==> src/rtl/rbank_pkg.sv <==
// Shared definitions for the complex register-bank micro-sequencer:
// instruction layout, NOP opcode, FSM encoding and constant-table indices.
package rbank_pkg;

  localparam int INSTR_W  = 20;
  localparam int OP_LSB   = 16;
  localparam int OP_W     = 4;
  localparam int DST_LSB  = 12;
  localparam int SRCA_LSB = 8;
  localparam int SRCB_LSB = 4;
  localparam int REG_W    = 4;
  localparam int CA_BIT   = 3;
  localparam int CB_BIT   = 2;
  localparam int ENDW_LSB = 0;
  localparam int ENDW_W   = 2;

  localparam logic [OP_W-1:0] OP_NOP = 4'hF;

  // Constant-table indices as seen on seloutA/B when cnstA/B is set.
  localparam logic [REG_W-1:0] K_0     = 4'd0;  //  0 + j0
  localparam logic [REG_W-1:0] K_1     = 4'd1;  //  1 + j0
  localparam logic [REG_W-1:0] K_J     = 4'd2;  //  0 + j1
  localparam logic [REG_W-1:0] K_1J    = 4'd3;  //  1 + j1
  localparam logic [REG_W-1:0] K_N1    = 4'd4;  // -1 + j0
  localparam logic [REG_W-1:0] K_NJ    = 4'd5;  //  0 - j1
  localparam logic [REG_W-1:0] K_N1NJ  = 4'd6;  // -1 - j1
  localparam logic [REG_W-1:0] K_N1J   = 4'd7;  // -1 + j1
  localparam logic [REG_W-1:0] K_1NJ   = 4'd8;  //  1 - j1

  typedef enum logic [2:0] {
    ST_IDLE = 3'd0,
    ST_READ = 3'd1,
    ST_EXEC = 3'd2,
    ST_WAIT = 3'd3,
    ST_WB   = 3'd4
  } state_e;

  // Field order matches the 20-bit instruction word, MSB first.
  typedef struct packed {
    logic [OP_W-1:0]   op;
    logic [REG_W-1:0]  dst;
    logic [REG_W-1:0]  srca;
    logic [REG_W-1:0]  srcb;
    logic              ca;
    logic              cb;
    logic [ENDW_W-1:0] endw;
  } instr_t;

endpackage

==> src/rtl/rbank_seq_if.sv <==
// Instruction handshake plus bank/ALU control bundle for rbank_seq.
// RBANK_SEQ_PERF_EN adds the perf_instr/perf_busy counters.
interface rbank_seq_if;
  import rbank_pkg::*;

  logic                instr_valid;
  logic                instr_ready;
  logic [INSTR_W-1:0]  instr;
  logic                enrregA;
  logic                enrregB;
  logic [REG_W-1:0]    seloutA;
  logic [REG_W-1:0]    seloutB;
  logic                cnstA;
  logic                cnstB;
  logic                regwen;
  logic [REG_W-1:0]    selwreg;
  logic [ENDW_W-1:0]   endwreg;
  logic                alu_start;
  logic [OP_W-1:0]     alu_op;
  logic                alu_done;
  logic                err_timeout;
  logic                busy;
`ifdef RBANK_SEQ_PERF_EN
  logic [15:0]         perf_instr;
  logic [15:0]         perf_busy;
`endif

  modport master (
    input  instr_valid, instr, alu_done,
    output instr_ready, enrregA, enrregB, seloutA, seloutB, cnstA, cnstB,
           regwen, selwreg, endwreg, alu_start, alu_op, err_timeout, busy
`ifdef RBANK_SEQ_PERF_EN
    , output perf_instr, perf_busy
`endif
  );

  modport slave (
    output instr_valid, instr, alu_done,
    input  instr_ready, enrregA, enrregB, seloutA, seloutB, cnstA, cnstB,
           regwen, selwreg, endwreg, alu_start, alu_op, err_timeout, busy
`ifdef RBANK_SEQ_PERF_EN
    , input perf_instr, perf_busy
`endif
  );

endinterface

==> src/rtl/rbank_seq_timer.sv <==
// WAIT-state watchdog: cleared on WAIT entry, counts WAIT cycles,
// flags expiry once the count reaches TIMEOUT-1.
module rbank_seq_timer #(
  parameter int TIMEOUT = 64
) (
  input  logic clock,
  input  logic reset,
  input  logic clr,
  input  logic en,
  output logic expired
);

  logic [7:0] cnt_q;

  assign expired = (cnt_q == 8'(TIMEOUT - 1));

  // Parks at the expiry value so a stuck enable cannot wrap it.
  always_ff @(posedge clock or posedge reset) begin
    if (reset)                cnt_q <= '0;
    else if (clr)             cnt_q <= '0;
    else if (en && !expired)  cnt_q <= cnt_q + 8'd1;
  end

endmodule

==> src/rtl/rbank_seq.sv <==
// Micro-sequencer driving bank reads, ALU start and write-back for one
// instruction at a time. RBANK_SEQ_PERF_EN enables perf counters.
module rbank_seq
  import rbank_pkg::*;
#(
  parameter int TIMEOUT = 64
) (
  input  logic clock,
  input  logic reset,
  rbank_seq_if.master bus
);

  state_e state_q, state_d;
  instr_t instr_q, cur;
  logic   accept, is_nop, expired, wait_clr, wait_en, act;

  logic              instr_ready_q, instr_ready_d, busy_q, busy_d;
  logic              enrreg_q, enrreg_d, alu_start_q, alu_start_d;
  logic              regwen_q, regwen_d, err_q, err_d;
  logic              cnstA_q, cnstA_d, cnstB_q, cnstB_d;
  logic [REG_W-1:0]  selA_q, selA_d, selB_q, selB_d, selw_q, selw_d;
  logic [OP_W-1:0]   op_q, op_d;
  logic [ENDW_W-1:0] endw_q, endw_d;

  // In IDLE the live bus word is what gets latched, so outputs for READ
  // can be registered at the acceptance edge.
  assign cur      = (state_q == ST_IDLE) ? instr_t'(bus.instr) : instr_q;
  assign accept   = bus.instr_valid && (state_q == ST_IDLE);
  assign is_nop   = (cur.op == OP_NOP);
  assign wait_clr = (state_q == ST_EXEC);
  assign wait_en  = (state_q == ST_WAIT);

  rbank_seq_timer #(.TIMEOUT(TIMEOUT)) u_timer (
    .clock   (clock),
    .reset   (reset),
    .clr     (wait_clr),
    .en      (wait_en),
    .expired (expired)
  );

  always_comb begin
    state_d = state_q;
    err_d   = 1'b0;
    case (state_q)
      ST_IDLE: if (accept && !is_nop) state_d = ST_READ;
      ST_READ: state_d = ST_EXEC;
      ST_EXEC: state_d = ST_WAIT;
      ST_WAIT: begin
        if (bus.alu_done) begin
          state_d = ST_WB;
        end else if (expired) begin
          state_d = ST_IDLE;
          err_d   = 1'b1;
        end
      end
      ST_WB:   state_d = ST_IDLE;
      default: state_d = ST_IDLE;
    endcase

    act           = (state_d != ST_IDLE);
    instr_ready_d = !act;
    busy_d        = act;
    enrreg_d      = (state_d == ST_READ);
    alu_start_d   = (state_d == ST_EXEC);
    regwen_d      = (state_d == ST_WB);
    selA_d        = act ? cur.srca : '0;
    selB_d        = act ? cur.srcb : '0;
    cnstA_d       = act & cur.ca;
    cnstB_d       = act & cur.cb;
    op_d          = act ? cur.op   : '0;
    selw_d        = act ? cur.dst  : '0;
    endw_d        = act ? cur.endw : '0;
  end

  always_ff @(posedge clock or posedge reset) begin
    if (reset) begin
      state_q       <= ST_IDLE;
      instr_q       <= '0;
      instr_ready_q <= 1'b1;
      busy_q        <= 1'b0;
      enrreg_q      <= 1'b0;
      alu_start_q   <= 1'b0;
      regwen_q      <= 1'b0;
      err_q         <= 1'b0;
      selA_q        <= '0;
      selB_q        <= '0;
      cnstA_q       <= 1'b0;
      cnstB_q       <= 1'b0;
      op_q          <= '0;
      selw_q        <= '0;
      endw_q        <= '0;
    end else begin
      state_q       <= state_d;
      if (accept && !is_nop) instr_q <= cur;
      instr_ready_q <= instr_ready_d;
      busy_q        <= busy_d;
      enrreg_q      <= enrreg_d;
      alu_start_q   <= alu_start_d;
      regwen_q      <= regwen_d;
      err_q         <= err_d;
      selA_q        <= selA_d;
      selB_q        <= selB_d;
      cnstA_q       <= cnstA_d;
      cnstB_q       <= cnstB_d;
      op_q          <= op_d;
      selw_q        <= selw_d;
      endw_q        <= endw_d;
    end
  end

  assign bus.instr_ready = instr_ready_q;
  assign bus.busy        = busy_q;
  assign bus.enrregA     = enrreg_q;
  assign bus.enrregB     = enrreg_q;
  assign bus.seloutA     = selA_q;
  assign bus.seloutB     = selB_q;
  assign bus.cnstA       = cnstA_q;
  assign bus.cnstB       = cnstB_q;
  assign bus.alu_start   = alu_start_q;
  assign bus.alu_op      = op_q;
  assign bus.regwen      = regwen_q;
  assign bus.selwreg     = selw_q;
  assign bus.endwreg     = endw_q;
  assign bus.err_timeout = err_q;

`ifdef RBANK_SEQ_PERF_EN
  logic [15:0] perf_instr_q, perf_busy_q;
  logic        done_evt;

  // Completed work only: write-backs and accepted NOPs, never aborts.
  assign done_evt = (state_q == ST_WB) || (accept && is_nop);

  always_ff @(posedge clock or posedge reset) begin
    if (reset) begin
      perf_instr_q <= '0;
      perf_busy_q  <= '0;
    end else begin
      if (done_evt && perf_instr_q != 16'hFFFF) perf_instr_q <= perf_instr_q + 16'd1;
      if (busy_q && perf_busy_q != 16'hFFFF)    perf_busy_q  <= perf_busy_q + 16'd1;
    end
  end

  assign bus.perf_instr = perf_instr_q;
  assign bus.perf_busy  = perf_busy_q;
`endif

endmodule

==> src/flat_wrapper.sv <==
// flat-port wrapper written by rule: the top's interface ports become plain ports
module rbank_seq_flat import rbank_pkg::*;
#(
  parameter int TIMEOUT = 64
)
  (clock, reset, bus_instr_valid, bus_instr, bus_alu_done, bus_instr_ready, bus_enrregA, bus_enrregB, bus_seloutA, bus_seloutB, bus_cnstA, bus_cnstB, bus_regwen, bus_selwreg, bus_endwreg, bus_alu_start, bus_alu_op, bus_err_timeout, bus_busy);
  rbank_seq_if bus_i ();
  input  logic clock;
  input  logic reset;
  input wire logic [$bits(bus_i.instr_valid)-1:0] bus_instr_valid;
  input wire logic [$bits(bus_i.instr)-1:0] bus_instr;
  input wire logic [$bits(bus_i.alu_done)-1:0] bus_alu_done;
  output wire logic [$bits(bus_i.instr_ready)-1:0] bus_instr_ready;
  output wire logic [$bits(bus_i.enrregA)-1:0] bus_enrregA;
  output wire logic [$bits(bus_i.enrregB)-1:0] bus_enrregB;
  output wire logic [$bits(bus_i.seloutA)-1:0] bus_seloutA;
  output wire logic [$bits(bus_i.seloutB)-1:0] bus_seloutB;
  output wire logic [$bits(bus_i.cnstA)-1:0] bus_cnstA;
  output wire logic [$bits(bus_i.cnstB)-1:0] bus_cnstB;
  output wire logic [$bits(bus_i.regwen)-1:0] bus_regwen;
  output wire logic [$bits(bus_i.selwreg)-1:0] bus_selwreg;
  output wire logic [$bits(bus_i.endwreg)-1:0] bus_endwreg;
  output wire logic [$bits(bus_i.alu_start)-1:0] bus_alu_start;
  output wire logic [$bits(bus_i.alu_op)-1:0] bus_alu_op;
  output wire logic [$bits(bus_i.err_timeout)-1:0] bus_err_timeout;
  output wire logic [$bits(bus_i.busy)-1:0] bus_busy;
  assign bus_i.instr_valid = bus_instr_valid;
  assign bus_i.instr = bus_instr;
  assign bus_i.alu_done = bus_alu_done;
  assign bus_instr_ready = bus_i.instr_ready;
  assign bus_enrregA = bus_i.enrregA;
  assign bus_enrregB = bus_i.enrregB;
  assign bus_seloutA = bus_i.seloutA;
  assign bus_seloutB = bus_i.seloutB;
  assign bus_cnstA = bus_i.cnstA;
  assign bus_cnstB = bus_i.cnstB;
  assign bus_regwen = bus_i.regwen;
  assign bus_selwreg = bus_i.selwreg;
  assign bus_endwreg = bus_i.endwreg;
  assign bus_alu_start = bus_i.alu_start;
  assign bus_alu_op = bus_i.alu_op;
  assign bus_err_timeout = bus_i.err_timeout;
  assign bus_busy = bus_i.busy;
  rbank_seq #(.TIMEOUT(TIMEOUT)) u_core (.clock(clock), .reset(reset), .bus(bus_i));
endmodule
==> config.mk <==
export PLATFORM = sky130hd
export DESIGN_NAME = rbank_seq_flat
export DESIGN_NICKNAME = d
export VERILOG_FILES = /design/src/rtl/rbank_pkg.sv /design/src/rtl/rbank_seq_if.sv /design/src/rtl/rbank_seq_timer.sv /design/src/rtl/rbank_seq.sv /design/src/flat_wrapper.sv
export SDC_FILE = /design/constraint.sdc
export NUM_CORES = 1
export LEC_CHECK = 0
export BUFFER_PORTS_ARGS = -buffer_cell sky130_fd_sc_hd__buf_2
export CAP_MARGIN = 20
export CORE_MARGIN = 4
export CORE_UTILIZATION = 53
export DETAILED_ROUTE_END_ITERATION = 12
export PLACE_DENSITY = 0.78
export SETUP_SLACK_MARGIN = 0.1
export SKIP_CTS_REPAIR_TIMING = 1
export SLEW_MARGIN = 20
export SYNTH_ARGS = -nofsm -noshare
export SYNTH_HDL_FRONTEND = slang
export SYNTH_SLANG_ARGS = --single-unit
export TNS_END_PERCENT = 5
==> constraint.sdc <==
create_clock -name clock -period 2.8 [get_ports clock]
set_input_delay 0.14 -clock clock [delete_from_list [all_inputs] [get_ports clock]]
set_output_delay 0.14 -clock clock [all_outputs]
set_load 0.02 [all_outputs]
==> results_dict.tcl <==
set metrics [dict create \
    status "completed" \
    synth_flop_cell "dfrtp_1" \
    hpwlAfterDp_um 3160 \
    critPathBufInv 1 \
    path_clk_slew_ns 0.06 \
    avgViaCountPerCell 5.68 \
    drtIter0Drc 75 \
    clkPwrFrac 0.244 \
    rsz0062_at_grt "no" \
    cts_sinks 57 \
    grt_first_pass_wirelength_um 7460 \
    cts_inserted_buffers 9 \
    first_pass_iters 5 \
    worst_path_max_delay_cell "or4b_4" \
    fp.dieH_um 73.9 \
    worstSkewPairLatency_ns 0.33 \
    cts_tree "yes" \
    preCtsSetupSlack_ns 0.525 \
    synth-seq-area-share 0.621 \
    min_period_ns 2.28 \
    period_share 0.813 \
    num-fill-cells 301 \
    tns_ns 0 \
    synth_warnings 0 \
    grt_max_degree 44 \
    critPathMaxFanout 43 \
    maxSlewViolCount 0 \
    critical_path_required_ns 3.01 \
    drive_gt1_frac 0.347 \
    final_antenna_net_count 0 \
    fmax_mhz 439 \
    hold_viol_final 0 \
    intPower_mw 2.13 \
    p_per_area_mw_per_mm2 1170 \
    port_buffers 50 \
    dp_cells 255 \
    n_antenna_cell 0 \
    power.share.combinational 0.337 \
    netlist_instances 165 \
    leakagePower_nw 1.37 \
    area_growth_pct 20.2 \
    max_slew_margin 0.586 \
    htree_num_levels 3 \
    place.gp.congestion 0.784 \
    switching_share 0.338 \
    seqPwrFrac 0.419 \
    synth-edff-count 0 \
    core_mm2 0.00409 \
    placementRows 23 \
    cp.arrival_ns 2.49 \
    syn_area_per_cell_um2 13.9 \
    min_path_type "input pin to register" \
    fin_cells 272 \
    syn_nets 190 \
    crit_chain "or4b_4 > a41o_1 > clkinv_2 > mux2_2" \
    endpoint_kind "register" \
    routed_wirelength_um 4390 \
    slowest_delay_ns 0.58 \
    ys_types 43 \
    ys_seq_elements 57 \
    critPathTopFamily "simple AND/OR/NAND/NOR gates" \
    synth_area_mm2 0.00230 \
    die_w_um 73.9 \
    grtUsageTotal 0.188 \
    avgRoutedWirePerCell_um 16.1 \
    grt_overflow 0 \
    setup_violations 0 \
    cts-root-buf "clkbuf_8" \
    grt_pass1_vias 1653 \
    worst_pin_slew_ns 0.619 \
    ios 51 \
    antenna_found_initial 0 \
    fp.dieArea_mm2 0.00545 \
    nNetsFinal 242 \
    layout_commonest_cell "dfrtp_1" \
    vias 1546 \
    cap_violations 0 \
    mostFrequentLayoutCells "56 x dfrtp_1, 50 x buf_2, 20 x a22o_1" \
    vdd_ir_drop_max_v 0.000534 \
    worst-setup-path-type "register to register" \
    finalWorstSetupSlack_ns 0.523 \
    fin_skew_ns 0.00795 \
    crit_path_start_kind "register" \
    clk_path_buf_depth 2 \
    drc 0 \
    switchingPower_mw 1.09 \
    start_util 0.562 \
    async_reset_ff_frac 1.00 \
]
==> final cells by class <==
| cell class | instances | area, um2 | share of cell area |
|---|---|---|---|
| clock buffers | 14 | 173 | 0.0625 |
| multi-input cells | 93 | 777 | 0.281 |
| inverters | 3 | 12.5 | 0.00453 |
| well taps | 50 | 62.6 | 0.0226 |
| repair buffers | 53 | 275 | 0.0996 |
| clock inverters | 2 | 35.0 | 0.0127 |
| flip-flops and latches | 57 | 1430 | 0.517 |
==> logic make-up (layout without fill, tap and decap cells) <==
group / count (synthesis) / in the layout / synth area share
compound gates: 37 / 37 / 0.132
fa+ha+maj: 1 / 1 / 0.00544
buf+inv: 15 / 72 / 0.0435
flops: 57 / 57 / 0.621
mux: 22 / 22 / 0.106
simple gates: 33 / 33 / 0.0925
==> cell usage after synthesis, types with 2 or more instances <==
cell	count	share of area
a211oi_1	2	0.0065
a21oi_1	3	0.0065
a22o_1	20	0.076
a31oi_1	2	0.0054
and2_1	2	0.0054
and3_1	2	0.0054
and3b_1	2	0.0076
buf_4	3	0.0098
buf_6	2	0.0098
clkbuf_1	6	0.0098
dfrtp_1	56	0.61
inv_1	2	0.0033
mux2_1	15	0.073
mux2_2	3	0.015
mux2i_1	4	0.017
nand2_1	6	0.0098
nand2b_1	2	0.0054
nand3_1	2	0.0044
nand3b_1	2	0.0065
nand4_1	3	0.0082
nor2_1	3	0.0049
o22a_1	2	0.0076
==> path summary, 6_finish.rpt <==
check / from / endpoint / slack [ns] / cells past startpoint
setup / recovery: u_core.state_q[1] / u_core.instr_q[0] / 0.52 / 4
hold / removal: bus_alu_done / u_core.bus.err_timeout / 0.04 / 2
setup reg to reg: u_core.state_q[1] / u_core.instr_q[0] / 0.52 / 4
hold reg to reg: u_core.instr_q[11] / u_core.instr_q[11] / 0.49 / 1
max in group asynchronous: reset / u_core.bus.instr_ready / 1.64 / 4
min in group asynchronous: reset / u_core.u_timer.cnt_q[2] / 0.33 / 3
==> flip-flops by register name, summed over array words and instances (netlist names) <==
name and cells:
u_core.instr_q 20, u_core.u_timer.cnt_q 8, u_core.bus.alu_op 4, u_core.bus.seloutA 4
u_core.bus.seloutB 4, u_core.bus.selwreg 4, u_core.state_q 3, u_core.bus.endwreg 2
u_core.bus.alu_start 1, u_core.bus.busy 1, u_core.bus.cnstA 1, u_core.bus.cnstB 1
u_core.bus.enrregA 1, u_core.bus.err_timeout 1, u_core.bus.instr_ready 1, u_core.bus.regwen 1
==> per-layer routing <==
| layer | vias to the layer above | wire [um] | global-route usage | share of wire |
|---|---|---|---|---|
| li1 | 715 | - | - | - |
| met1 | 762 | 1700 | 0.209 | 0.39 |
| met2 | 58 | 2260 | 0.308 | 0.51 |
| met3 | 11 | 320 | 0.0684 | 0.073 |
| met4 | 0 | 104 | 0.109 | 0.024 |
| met5 | - | 0 | 0 | 0 |
==> through the flow <==
stage / power [mW] / hold WS (ns) / cell area, um2 / util
final: 3.22 / 0.0421 / 2760 / 0.676
after detailed placement: 2.46 / 0.149 / 2540 / 0.623
after CTS: 3.26 / -0.215 / 2750 / 0.674
after global routing: 3.43 / 0.0288 / 2760 / 0.676
after global placement: 2.40 / 0.138 / 2540 / 0.623
after floorplan: 2.16 / 0.212 / 2300 / -
==> power by group through the flow <==
stage	combinational (mW)	sequential (mW)	clock, mW
2_1_floorplan	0.649	1.52	0
3_3_place_gp	1.06	1.34	0
3_5_place_dp	1.10	1.36	0
4_1_cts	1.10	1.35	0.805
5_1_grt	1.19	1.39	0.848
6_report	1.09	1.35	0.785
No activity file was read; power rests on OpenSTA's default activity.
